===== src/rtl/lsu_pkg.sv =====
// Shared definitions for the load/store unit: RV32 width codes, FSM encoding,
// byte-enable type and the request legality check.
package lsu_pkg;

  localparam logic [2:0] F3_B  = 3'b000;
  localparam logic [2:0] F3_H  = 3'b001;
  localparam logic [2:0] F3_W  = 3'b010;
  localparam logic [2:0] F3_BU = 3'b100;
  localparam logic [2:0] F3_HU = 3'b101;

  typedef enum logic [1:0] {
    StIdle,
    StAccess,
    StCapture,
    StResp
  } lsu_state_e;

  typedef logic [3:0] byte_en_t;

  // 1 when the request must be rejected (illegal width code or misaligned).
  function automatic logic req_bad(input logic       write,
                                   input logic [2:0] funct3,
                                   input logic [1:0] addr_lo);
    logic bad;
    bad = 1'b1;
    case (funct3)
      F3_B:    bad = 1'b0;
      F3_BU:   bad = write;
      F3_H:    bad = addr_lo[0];
      F3_HU:   bad = write | addr_lo[0];
      F3_W:    bad = |addr_lo;
      default: bad = 1'b1;
    endcase
    return bad;
  endfunction

endpackage


===== src/rtl/lsu_if.sv =====
// Request/response and ram-side signals of the load/store unit.
interface lsu_if;

  logic        req_valid;
  logic        req_ready;
  logic        req_write;
  logic [2:0]  req_funct3;
  logic [31:0] req_addr;
  logic [31:0] req_wdata;
  logic        resp_valid;
  logic [31:0] resp_rdata;
  logic        resp_error;
  logic [31:0] mem_address;
  logic [31:0] mem_data_in;
  logic [3:0]  mem_write_enable;
  logic        mem_read_enable;
  logic [31:0] mem_data_out;

  // The unit itself.
  modport slave (
    input  req_valid, req_write, req_funct3, req_addr, req_wdata, mem_data_out,
    output req_ready, resp_valid, resp_rdata, resp_error,
    output mem_address, mem_data_in, mem_write_enable, mem_read_enable
  );

  // CPU and ram side together.
  modport master (
    output req_valid, req_write, req_funct3, req_addr, req_wdata, mem_data_out,
    input  req_ready, resp_valid, resp_rdata, resp_error,
    input  mem_address, mem_data_in, mem_write_enable, mem_read_enable
  );

endinterface


===== src/rtl/lsu_lane_align.sv =====
// Combinational byte-lane steering: store enables and replicated data, load
// lane extraction with sign or zero extension.
module lsu_lane_align
  import lsu_pkg::*;
(
  input  logic [2:0]  funct3,
  input  logic [1:0]  addr_lo,
  input  logic [31:0] store_data,
  input  logic [31:0] load_word,
  output byte_en_t    byte_en,
  output logic [31:0] store_lanes,
  output logic [31:0] load_data
);

  logic [31:0] byte_shift;
  logic [31:0] half_shift;
  logic        is_signed;

  always_comb begin
    byte_shift  = load_word >> {addr_lo, 3'b000};
    half_shift  = load_word >> {addr_lo[1], 4'b0000};
    is_signed   = ~funct3[2];
    byte_en     = 4'b1111;
    store_lanes = store_data;
    load_data   = load_word;
    case (funct3[1:0])
      2'b00: begin
        byte_en     = 4'b0001 << addr_lo;
        store_lanes = {4{store_data[7:0]}};
        load_data   = {{24{is_signed & byte_shift[7]}}, byte_shift[7:0]};
      end
      2'b01: begin
        byte_en     = addr_lo[1] ? 4'b1100 : 4'b0011;
        store_lanes = {2{store_data[15:0]}};
        load_data   = {{16{is_signed & half_shift[15]}}, half_shift[15:0]};
      end
      default: begin
        byte_en     = 4'b1111;
        store_lanes = store_data;
        load_data   = load_word;
      end
    endcase
  end

endmodule


===== src/rtl/load_store_unit.sv =====
// Single-outstanding load/store unit in front of a fixed-latency ram: request
// latching, legality check, access sequencing and response registers.
module load_store_unit
  import lsu_pkg::*;
#(
  parameter int unsigned READ_LATENCY   = 1,
  parameter bit          WORD_ADDRESSED = 1'b1
) (
  input logic  clk,
  input logic  reset,
  lsu_if.slave bus
);

  lsu_state_e  state_q, state_d;
  logic [2:0]  cnt_q, cnt_d;
  logic        write_q;
  logic [2:0]  funct3_q;
  logic [31:0] addr_q;
  logic [31:0] wdata_q;
  logic [31:0] rdata_q;
  logic        error_q;

  logic        accept;
  logic        req_err;
  byte_en_t    byte_en;
  logic [31:0] store_lanes;
  logic [31:0] load_data;

  assign accept  = bus.req_valid && (state_q == StIdle);
  assign req_err = req_bad(bus.req_write, bus.req_funct3, bus.req_addr[1:0]);

  lsu_lane_align u_align (
    .funct3      (funct3_q),
    .addr_lo     (addr_q[1:0]),
    .store_data  (wdata_q),
    .load_word   (bus.mem_data_out),
    .byte_en     (byte_en),
    .store_lanes (store_lanes),
    .load_data   (load_data)
  );

  always_comb begin
    state_d = state_q;
    cnt_d   = cnt_q;
    case (state_q)
      StIdle: begin
        if (accept) begin
          if (req_err) begin
            state_d = StResp;
          end else begin
            state_d = StAccess;
            cnt_d   = 3'(READ_LATENCY - 1);
          end
        end
      end
      StAccess: begin
        // Stores take one cycle; loads hold the read for READ_LATENCY cycles.
        if (write_q) begin
          state_d = StResp;
        end else if (cnt_q == 3'd0) begin
          state_d = StCapture;
        end else begin
          cnt_d = cnt_q - 3'd1;
        end
      end
      StCapture: state_d = StResp;
      StResp:    state_d = StIdle;
      default:   state_d = StIdle;
    endcase
  end

  always_ff @(posedge clk) begin
    if (reset) begin
      state_q  <= StIdle;
      cnt_q    <= '0;
      write_q  <= 1'b0;
      funct3_q <= '0;
      addr_q   <= '0;
      wdata_q  <= '0;
      rdata_q  <= '0;
      error_q  <= 1'b0;
    end else begin
      state_q <= state_d;
      cnt_q   <= cnt_d;
      if (accept) begin
        write_q  <= bus.req_write;
        funct3_q <= bus.req_funct3;
        addr_q   <= bus.req_addr;
        wdata_q  <= bus.req_wdata;
      end
      // Response fields change only on the edge entering StResp.
      if (accept && req_err) begin
        rdata_q <= '0;
        error_q <= 1'b1;
      end else if (state_q == StAccess && write_q) begin
        rdata_q <= '0;
        error_q <= 1'b0;
      end else if (state_q == StCapture) begin
        rdata_q <= load_data;
        error_q <= 1'b0;
      end
    end
  end

  assign bus.req_ready        = (state_q == StIdle);
  assign bus.resp_valid       = (state_q == StResp);
  assign bus.resp_rdata       = rdata_q;
  assign bus.resp_error       = error_q;
  assign bus.mem_address      = WORD_ADDRESSED ? {2'b00, addr_q[31:2]} : {addr_q[31:2], 2'b00};
  assign bus.mem_data_in      = store_lanes;
  assign bus.mem_write_enable = (state_q == StAccess && write_q) ? byte_en : 4'b0000;
  assign bus.mem_read_enable  = (state_q == StAccess) && !write_q;

endmodule


===== src/flat_wrapper.sv =====
// flat-port wrapper written by rule: the top's interface ports become plain ports
module load_store_unit_flat import lsu_pkg::*;
#(
  parameter int unsigned READ_LATENCY   = 1,
  parameter bit          WORD_ADDRESSED = 1'b1
)
  (clk, reset, bus_req_valid, bus_req_write, bus_req_funct3, bus_req_addr, bus_req_wdata, bus_mem_data_out, bus_req_ready, bus_resp_valid, bus_resp_rdata, bus_resp_error, bus_mem_address, bus_mem_data_in, bus_mem_write_enable, bus_mem_read_enable);
  lsu_if bus_i ();
  input logic clk;
  input logic reset;
  input wire logic [$bits(bus_i.req_valid)-1:0] bus_req_valid;
  input wire logic [$bits(bus_i.req_write)-1:0] bus_req_write;
  input wire logic [$bits(bus_i.req_funct3)-1:0] bus_req_funct3;
  input wire logic [$bits(bus_i.req_addr)-1:0] bus_req_addr;
  input wire logic [$bits(bus_i.req_wdata)-1:0] bus_req_wdata;
  input wire logic [$bits(bus_i.mem_data_out)-1:0] bus_mem_data_out;
  output wire logic [$bits(bus_i.req_ready)-1:0] bus_req_ready;
  output wire logic [$bits(bus_i.resp_valid)-1:0] bus_resp_valid;
  output wire logic [$bits(bus_i.resp_rdata)-1:0] bus_resp_rdata;
  output wire logic [$bits(bus_i.resp_error)-1:0] bus_resp_error;
  output wire logic [$bits(bus_i.mem_address)-1:0] bus_mem_address;
  output wire logic [$bits(bus_i.mem_data_in)-1:0] bus_mem_data_in;
  output wire logic [$bits(bus_i.mem_write_enable)-1:0] bus_mem_write_enable;
  output wire logic [$bits(bus_i.mem_read_enable)-1:0] bus_mem_read_enable;
  assign bus_i.req_valid = bus_req_valid;
  assign bus_i.req_write = bus_req_write;
  assign bus_i.req_funct3 = bus_req_funct3;
  assign bus_i.req_addr = bus_req_addr;
  assign bus_i.req_wdata = bus_req_wdata;
  assign bus_i.mem_data_out = bus_mem_data_out;
  assign bus_req_ready = bus_i.req_ready;
  assign bus_resp_valid = bus_i.resp_valid;
  assign bus_resp_rdata = bus_i.resp_rdata;
  assign bus_resp_error = bus_i.resp_error;
  assign bus_mem_address = bus_i.mem_address;
  assign bus_mem_data_in = bus_i.mem_data_in;
  assign bus_mem_write_enable = bus_i.mem_write_enable;
  assign bus_mem_read_enable = bus_i.mem_read_enable;
  load_store_unit #(.READ_LATENCY(READ_LATENCY), .WORD_ADDRESSED(WORD_ADDRESSED)) u_core (.clk(clk), .reset(reset), .bus(bus_i));
endmodule

===== config.mk =====
export PLATFORM = sky130hd
export DESIGN_NAME = load_store_unit_flat
export DESIGN_NICKNAME = d
export VERILOG_FILES = /design/src/rtl/lsu_pkg.sv /design/src/rtl/lsu_if.sv /design/src/rtl/lsu_lane_align.sv /design/src/rtl/load_store_unit.sv /design/src/flat_wrapper.sv
export SDC_FILE = /design/constraint.sdc
export NUM_CORES = 1
export LEC_CHECK = 0
export BUFFER_PORTS_ARGS = -buffer_cell sky130_fd_sc_hd__buf_2
export CAP_MARGIN = 20
export CORE_MARGIN = 4
export CORE_UTILIZATION = 50
export DETAILED_ROUTE_END_ITERATION = 10
export GPL_TIMING_DRIVEN = 0
export HOLD_SLACK_MARGIN = 0.08
export PLACE_DENSITY = 0.8
export SYNTH_ARGS = -nofsm -noshare
export SYNTH_HDL_FRONTEND = slang
export SYNTH_SLANG_ARGS = --single-unit

===== constraint.sdc =====
create_clock -name clk -period 2.93 [get_ports clk]
set_input_delay 0.1465 -clock clk [delete_from_list [all_inputs] [get_ports clk]]
set_output_delay 0.1465 -clock clk [all_outputs]
set_load 0.02 [all_outputs]

==> reports/results.ini <==
[synth]
syn_inst=652
combinational_family_with_the_most_area_after_synthesis=compound AO/OA/AOI/OAI gates
synth_simple_gate_area_share_pct=19.14
yosys_warnings=0
asyncSetResetFlopFracSynth_pct=0
synth-xor-area-share_pct=0
synthDistinctLibCells=47
syn-mean-instance-area_um2=8.110
yosys.area_share.adder_pct=1.420
postSynthRegisterBits=106
count_of_flip_flops_with_a_built_in_enable_after_synthesis=0
complex_gate_fraction_of_the_synthesized_area_pct=21.42
syn-cell-area_mm2=0.005288
synth_mux_area_share_pct=7.288
ys_dominant_reg_cell=sky130_fd_sc_hd__dfxtp_1
synth_sequential_area_ratio_pct=40.13

[sta]
grt_setup_unrepaired=false
post_route_skew_ns=0.01860
fmax_mhz=407.4
final.setup.tns_ns=0
maxSlewHeadroom_pct=52.82
worst_hold_slack_ns=0.08931
fin_crit_ns=2.455
report.final.hold_viol_count=0
slew_of_the_pin_with_the_lowest_slew_margin_ns=0.7078
setup-violations-final=0
final-max-slew-violation-count=0
period_share_pct=83.78

[route]
per_cell_routed_wire_length_um=17.23
drt_iter0_markers=450
detail_route.wirelength_um=18850
drc_errors=0
detailedRoute.firstPassIterationCount=5
route.detailed.vias_per_inst=5.403
vias=5911
drt.antenna.violating_nets=0

[hold_path]
hp-class=in -> reg

[status]
outcome=complete, no violations

[worst_setup_path]
startpoint_type=flip-flop
critical_path.startpoint=u_core.funct3_q[0]
reg2reg_to=u_core.addr_q[15]
setup.worst_path.class=reg -> out
ff2ff_setup_slack_ns=0.77
worst-r2r-cell-count=8
end_kind=output pin
critical_path.max_fanout=10
worstPathArrival_ns=2.31
r2r_start=u_core.state_q[0]
critical_path_data_required_time_ns=2.78
cp-endpoint=bus_mem_data_in[28]

[power_and_ir_drop]
leakage_power_nw=3.386
vdd_drop_max_uv=471.3
power.density_mw_per_mm2=773.3

[finish]
post_route_cells_drive_above_1_share_pct=33.30
area_growth_syn_to_layout_pct=42.78
antenna_cells_inserted=0
layout_commonest_cell=sky130_fd_sc_hd__buf_2
mostFrequentLayoutCells=sky130_fd_sc_hd__buf_2 (211), sky130_fd_sc_hd__nand2_1 (184), sky130_fd_sc_hd__dfxtp_1 (106)
final_net_count=1062

[placed_design]
numPortBuffers=204
globalplace.congestion=0.9130
place_hpwl_um=12310

[global_routing]
grt_pass1_vias=5984
grt_pass1_wl_um=30210
grt_antenna_before_repair=0
grt_max_degree=20
gr-usage-all-layers_pct=30.04
grt.overflow.total=0

[die]
ioPinCount=207
core_area_mm2=0.01032
number_of_core_rows=37
die_area_mm2=0.01228
die_h_um=110.8
initial_core_util_pct=51.22
die_width_um=110.8

[run]
cap_violations=0

[clocking]
clock_root_cell=sky130_fd_sc_hd__clkbuf_8
postCtsResizedCells=0
postCtsSetupRepairBufs=0
cts_tree=done
clkSinkCount=106
numCtsBuffers=9
cts_max_level=3
ctsLongestPathBuffers=2
clock_latency_at_the_later_pin_of_the_worst_skew_pair_ns=0.37
cts.reportedPaths.clkPinSlew_ns=0.10
cts_hold_buf=85

## final cells by class
cell class / instances / area (um2)
inverters: 10 / 37.54
flip-flops and latches: 106 / 2122
clock inverters: 6 / 78.83
repair buffers: 289 / 1872
multi-input cells: 450 / 2613
plain buffers: 87 / 519.2
clock buffers: 10 / 137.6
well taps: 136 / 170.2
fillers: 799 / 2774
## power by group
| part | internal, mW | switching [mW] |
|---|---|---|
| clock | 0.439 | 0.552 |
| combinational | 1.07 | 1.75 |
| sequential | 1.79 | 0.229 |
## how the worst min path moves through the flow
stage	startpoint	endpoint	slack, ns	cells after the start
floorplan	bus_req_wdata[16]	u_core.wdata_q[16]	0.28	2
global placement	bus_req_addr[15]	u_core.addr_q[15]	0.39	3
detailed placement	bus_req_wdata[14]	u_core.wdata_q[14]	0.39	3
CTS	bus_req_funct3[0]	u_core.funct3_q[0]	0.08	3
global route	bus_req_funct3[0]	u_core.funct3_q[0]	0.08	3
finish	bus_req_funct3[0]	u_core.funct3_q[0]	0.09	3
## worst max-delay path: stages (launching register included)
cell                       delay (ns)
sky130_fd_sc_hd__dfxtp_1         0.45
sky130_fd_sc_hd__clkbuf_1        0.42
sky130_fd_sc_hd__buf_2           0.40
sky130_fd_sc_hd__mux2i_1         0.30
sky130_fd_sc_hd__o21ai_0         0.17
sky130_fd_sc_hd__buf_2           0.21
## flip-flops by register name, indices dropped and copies added (netlist names)
name                   flops
u_core.bus.resp_error      1
u_core.bus.resp_rdata     32
u_core.wdata_q            32
u_core.funct3_q            3
u_core.state_q             2
u_core.write_q             1
u_core.addr_q             32
u_core.cnt_q               3
## logic make-up after synthesis
family,count (synthesis)
buf+inv,97
fa+ha+maj,6
simple gates,246
other cells,1
flops,106
compound gates,161
mux,35
## per-stage QoR
step | util [%] | cell area, um2 | cells | setup WS [ns] | total power [mW]
after floorplan | - | 5291 | 653 | 1.178 | 3.883
after global placement | 62.79 | 6482 | 993 | 0.8944 | 4.674
after detailed placement | 62.79 | 6482 | 993 | 0.8166 | 4.716
after CTS | 73.13 | 7550 | 1094 | 0.5423 | 5.780
after global routing | 73.13 | 7550 | 1094 | 0.3075 | 6.181
final | 73.13 | 7550 | 1094 | 0.4752 | 5.838
## synth_stat cells, types with 3 or more instances
cell type / n / area (um2)
sky130_fd_sc_hd__mux2_2: 16 / 180.2
sky130_fd_sc_hd__inv_1: 9 / 33.78
sky130_fd_sc_hd__o211ai_1: 8 / 60.06
sky130_fd_sc_hd__nand2_1: 184 / 690.7
sky130_fd_sc_hd__o21a_1: 3 / 22.52
sky130_fd_sc_hd__o21ai_0: 14 / 70.07
sky130_fd_sc_hd__a221oi_1: 3 / 26.28
sky130_fd_sc_hd__a311oi_1: 6 / 52.55
sky130_fd_sc_hd__a22oi_1: 8 / 60.06
sky130_fd_sc_hd__dfxtp_1: 106 / 2122
sky130_fd_sc_hd__a211oi_2: 18 / 225.2
sky130_fd_sc_hd__ha_1: 6 / 75.07
sky130_fd_sc_hd__nor2_1: 34 / 127.6
sky130_fd_sc_hd__a21oi_1: 81 / 405.4
sky130_fd_sc_hd__nand3_1: 6 / 30.03
sky130_fd_sc_hd__buf_4: 41 / 307.8
sky130_fd_sc_hd__buf_2: 7 / 35.03
sky130_fd_sc_hd__mux2i_1: 16 / 160.2
sky130_fd_sc_hd__buf_6: 4 / 45.04
sky130_fd_sc_hd__buf_1: 9 / 33.78
sky130_fd_sc_hd__nand2b_1: 8 / 50.05
sky130_fd_sc_hd__o221a_2: 4 / 45.04
sky130_fd_sc_hd__or3_1: 3 / 18.77
sky130_fd_sc_hd__nor2b_1: 4 / 25.02
sky130_fd_sc_hd__clkbuf_1: 26 / 97.59
## per-layer routing
layer	global-route usage (%)	up-vias	part of all wire [%]
met5	0	-	0
met3	8.024	77	9.3
met2	52.14	369	49
met4	13.55	0	4.2
li1	-	2781	-
met1	34.45	2684	38
No activity file was read; power rests on OpenSTA's default activity.
